$ cat src/rtl/adsr_envelope.sv
// ADSR envelope generator: a synchronized gate drives a five-stage FSM that
// steps a 10-bit amplitude on every prescaler tick.
module adsr_envelope #(
  parameter int CLKSPEED = 48_000_000,
  parameter int TICK_HZ  = 1000
) (
  input  logic       clk,
  input  logic       rst_n,
  input  logic       gate,
  input  logic [9:0] attack_rate,
  input  logic [9:0] decay_rate,
  input  logic [9:0] sustain_level,
  input  logic [9:0] release_rate,
  output logic [9:0] amp_out,
  output logic [2:0] stage,
  output logic       tick,
  output logic       eoc
);

  // state     | meaning
  // S_IDLE    | level parked at 0, waiting for gate
  // S_ATTACK  | level climbs by attack_rate per tick up to 1023
  // S_DECAY   | level falls by decay_rate per tick down to sustain_level
  // S_SUSTAIN | level follows sustain_level while gate is held
  // S_RELEASE | level falls by release_rate per tick down to 0
  typedef enum logic [2:0] {
    S_IDLE    = 3'd0,
    S_ATTACK  = 3'd1,
    S_DECAY   = 3'd2,
    S_SUSTAIN = 3'd3,
    S_RELEASE = 3'd4
  } state_t;

  localparam int DIV = CLKSPEED / TICK_HZ;
  localparam int CW  = (DIV > 2) ? $clog2(DIV) : 1;
  localparam logic [CW-1:0] CNT_MAX = CW'(DIV - 1);

  logic [CW-1:0] cnt;
  logic          g_meta, g_s, g_prev;
  logic          rise, fall, gate_evt;
  state_t        state, state_nxt;
  logic [9:0]    level, level_nxt;
  logic [10:0]   attack_sum;
  logic [9:0]    decay_gap;

  always_ff @(posedge clk) begin
    if (!rst_n) begin
      cnt <= '0;
    end else if (cnt == CNT_MAX) begin
      cnt <= '0;
    end else begin
      cnt <= cnt + 1'b1;
    end
  end

  assign tick = (cnt == CNT_MAX);

  always_ff @(posedge clk) begin
    if (!rst_n) begin
      g_meta <= 1'b0;
      g_s    <= 1'b0;
      g_prev <= 1'b0;
    end else begin
      g_meta <= gate;
      g_s    <= g_meta;
      g_prev <= g_s;
    end
  end

  assign rise = g_s & ~g_prev;
  assign fall = ~g_s & g_prev;
  // A fall in IDLE or RELEASE is not an event, so a coincident tick still applies.
  assign gate_evt = rise | (fall & ((state == S_ATTACK) | (state == S_DECAY) |
                                    (state == S_SUSTAIN)));

  always_ff @(posedge clk) begin
    if (!rst_n) begin
      state <= S_IDLE;
      level <= '0;
    end else begin
      state <= state_nxt;
      level <= level_nxt;
    end
  end

  assign attack_sum = {1'b0, level} + {1'b0, attack_rate};
  assign decay_gap  = level - sustain_level;

  always_comb begin
    state_nxt = state;
    level_nxt = level;
    if (rise) begin
      state_nxt = S_ATTACK;
    end else if (gate_evt) begin
      state_nxt = S_RELEASE;
    end else if (tick) begin
      case (state)
        S_ATTACK: begin
          if (attack_sum >= 11'd1023) begin
            level_nxt = 10'd1023;
            state_nxt = S_DECAY;
          end else begin
            level_nxt = attack_sum[9:0];
          end
        end
        S_DECAY: begin
          if ((sustain_level >= level) || (decay_rate >= decay_gap)) begin
            level_nxt = sustain_level;
            state_nxt = S_SUSTAIN;
          end else begin
            level_nxt = level - decay_rate;
          end
        end
        S_SUSTAIN: level_nxt = sustain_level;
        S_RELEASE: begin
          if (release_rate >= level) begin
            level_nxt = '0;
            state_nxt = S_IDLE;
          end else begin
            level_nxt = level - release_rate;
          end
        end
        default: begin
          level_nxt = '0;
          state_nxt = S_IDLE;
        end
      endcase
    end
  end

  always_comb begin
    amp_out = level;
    stage   = state;
    eoc     = rst_n & tick & ~gate_evt & (state == S_RELEASE) & (release_rate >= level);
  end

endmodule

$ cat config.mk
export PLATFORM = sky130hd
export DESIGN_NAME = adsr_envelope
export DESIGN_NICKNAME = d
export VERILOG_FILES = /design/src/rtl/adsr_envelope.sv
export SDC_FILE = /design/constraint.sdc
export NUM_CORES = 1
export LEC_CHECK = 0
export ABC_CLOCK_PERIOD_IN_PS = 8550
export CAP_MARGIN = 0
export CELL_PAD_IN_SITES_DETAIL_PLACEMENT = 1
export CELL_PAD_IN_SITES_GLOBAL_PLACEMENT = 1
export CORE_MARGIN = 1
export CORE_UTILIZATION = 44
export DETAILED_ROUTE_END_ITERATION = 6
export PLACE_DENSITY_LB_ADDON = 0.12
export SLEW_MARGIN = 0
export SYNTH_ARGS = -nofsm -noshare
export SYNTH_HDL_FRONTEND = slang
export SYNTH_SLANG_ARGS = --single-unit
$ cat constraint.sdc
create_clock -name clk -period 8.55 [get_ports clk]
set_input_delay 1.71 -clock clk [delete_from_list [all_inputs] [get_ports clk]]
set_output_delay 1.71 -clock clk [all_outputs]
set_load 0.02 [all_outputs]
==> results.cfg <==
[layout]
drive_gt1_share_pct = 7.22
final_common_cell = clkdlybuf4s50_1
final_cell_mix = clkdlybuf4s50_1, ha_1, inv_1
num_antenna_cells = 0
fillerInstances = 1006
nNetsFinal = 622
synthToLayoutAreaGrowth_pct = 20.4

[global_route]
grt_start_max_net_pins = 21
grt_pass1_vias = 3867
grt.total_usage_pct = 27.4
grt_antenna_before_repair = 0
overflow = 0
grt_pass1_wl_um = 19100

[sta]
period_minus_slack_ps = 6250
fin_skew_ps = 19.2
maxSlewHeadroom_pct = 43.0
fin_crit_sh_pct = 73.1
finalSetupViolCount = 0
tns_ps = 0
hold_viol = 0
final-max-slew-violation-count = 0
setup_slack_ps = 2300
rsz0062_at_grt = false
tightest_slew_ps = 853
maxClockFrequency_mhz = 160

[detailed_routing]
drtPass1Iterations = 4
routed_via_density = 5.81
drcViolationCount = 0
wl_met1_um = 5580
wl_per_cell_um = 18.0
ant_nets = 0
vias = 3667
dr_wl_met3_um = 367
route.met2.wl_um = 5280
drt_iter0_drc = 110
routed.top_layer = met4
wl_um = 11400

[die]
die-area_sq_um = 8810
die_w_um = 93.9
start_util_pct = 45.4
die_y_um = 93.9
rows = 33
core-area_sq_um = 8180
io_pins = 58

[pwr]
max-vdd-ir-drop_mv = 0.0489
p_per_area_nw_per_um2 = 90.1
p_leak_uw = 0.00190

[synthesis]
syn_area_sq_um = 3710
syn_avg_cell_area_sq_um = 7.90
ys_warn_count = 0
ys_ff_latch = 32
async_flop_share_pct = 0
synth-seq-area-share_pct = 17.3
synth_fp_nets = 567
synth_edf_count = 0
synth_cell_types = 68
syn-instance-count = 470
ys.flop_type = dfxtp_1

[min_path]
hp-class = flip-flop to flip-flop
worstHoldPathCells = 1

[critical_path]
crit_path_start_kind = primary input
crit_end = eoc
crit_type = primary input to primary output
worstPathArrival_ps = 4540
timing.rr.start = amp_out[1]
rr_worst_depth = 16
startpoint = release_rate[0]
path_max_fanout = 2
worstPathRequired_ps = 6840
timing.rr.end = stage[0]
rrSetupSlack_ps = 3760
cp-end-kind = primary output

[clock_network]
cts_resized = 0
cts_root_buf = clkbuf_8
post_cts_buffers = 0
cts.sinks = 32
holdBufCountCts = 0
htreeDepth = 2
cts_buffer_depth = 2
clkLatencyLatePin_ps = 300
clk_pin_slew_ps = 70
cts_tree = yes
cts_buffers = 5

[placed_design]
pre_cts_ws_ps = 2080
hpwl_um = 9260
globalplace.congestion = 0.818
io_buffer_count = 57

[flow_run]
maxCapViolCount = 0

[status]
outcome = completed
## how the worst min path moves through the flow
stage           start  endpoint  slack [ps]
5_1_grt        g_meta       g_s         470
4_1_cts        g_meta       g_s         450
2_1_floorplan  g_meta       g_s         410
6_report       g_meta       g_s         450
3_5_place_dp   g_meta       g_s         430
3_3_place_gp   g_meta       g_s         420
## state kept, by name, summed over array words and instances (netlist names)
signal / cells
cnt: 16
amp_out: 10
stage: 3
g_meta: 1
g_prev: 1
g_s: 1
## cell type report
cell class                      instances  area, sq um  area share [%]
Multi-Input combinational cell        382         2840            63.4
Sequential cell                        32          641            14.3
Timing Repair Buffer                   58          578            12.9
Inverter                               46          173            3.86
Tap cell                              105          131            2.94
Clock buffer                            5         68.8            1.54
Clock inverter                          3         42.5           0.952
## through the flow
| stage | power [uW] | instances | instance area [sq um] | hold WS [ps] | util [%] |
|---|---|---|---|---|---|
| after floorplan | 213 | 470 | 3710 | 412 | - |
| after global placement | 247 | 623 | 4360 | 419 | 53.3 |
| after detailed placement | 252 | 623 | 4360 | 432 | 53.3 |
| after CTS | 401 | 631 | 4470 | 450 | 54.7 |
| after global routing | 419 | 631 | 4470 | 471 | 54.7 |
| final | 403 | 631 | 4470 | 447 | 54.7 |
## Yosys cell counts (2+ instances only)
| master | n | area (sq um) |
|---|---|---|
| a211o_1 | 2 | 17.5 |
| xor2_1 | 18 | 158 |
| o21ai_0 | 26 | 130 |
| clkbuf_1 | 5 | 18.8 |
| and3b_1 | 2 | 17.5 |
| inv_1 | 45 | 169 |
| fa_1 | 4 | 80.1 |
| nor4b_2 | 2 | 30.0 |
| and2_2 | 3 | 22.5 |
| nor3b_1 | 3 | 22.5 |
| and3_1 | 4 | 25.0 |
| ha_1 | 50 | 626 |
| a31oi_1 | 11 | 68.8 |
| a21o_1 | 11 | 82.6 |
| mux2i_1 | 3 | 30.0 |
| a21oi_1 | 38 | 190 |
| nand3_1 | 13 | 65.1 |
| and2_1 | 15 | 93.8 |
| nor3_1 | 11 | 55.1 |
| a221oi_1 | 4 | 35.0 |
| buf_6 | 2 | 22.5 |
| o21bai_1 | 4 | 30.0 |
| buf_2 | 2 | 10.0 |
| nand2_1 | 23 | 86.3 |
| nor2b_1 | 4 | 25.0 |
| or3_1 | 3 | 18.8 |
| nand4_1 | 10 | 62.6 |
| xnor2_1 | 19 | 166 |
| or2_2 | 4 | 25.0 |
| dfxtp_1 | 32 | 641 |
| nor4_1 | 2 | 12.5 |
| a211oi_1 | 12 | 90.1 |
| a21oi_2 | 2 | 17.5 |
| nand2b_1 | 6 | 37.5 |
| a22oi_2 | 2 | 25.0 |
| a22oi_1 | 6 | 45.0 |
| o31a_1 | 2 | 17.5 |
| o21a_2 | 2 | 17.5 |
| nor2_1 | 31 | 116 |
| o21a_1 | 4 | 30.0 |
## per-layer routing
| layer | vias to the layer above | GRT usage [%] |
|---|---|---|
| met4 | 0 | 5.51 |
| met5 | - | 0 |
| li1 | 1812 | - |
| met3 | 15 | 3.24 |
| met2 | 81 | 46.0 |
| met1 | 1759 | 37.3 |
## kinds of logic after synthesis
group	synth area share (%)
buf+inv	6.34
simple gates	22.2
xor+xnor	8.73
flops	17.3
fa+ha+maj	19.0
compound gates	25.7
mux	0.809
## critical path: stages
cell,delay (ps)
clkdlybuf4s50_1,470
ha_1,140
inv_1,60
fa_1,410
nand3_1,130
a21oi_1,100
o311ai_1,360
a21oi_1,120
nor4b_1,380
clkdlybuf4s50_1,670
## report_power, final
group          internal (uW)  switching (uW)
logic                   47.4            47.8
clock network           86.4            67.5
registers                151            2.64
No activity file was read; power rests on OpenSTA's default activity.
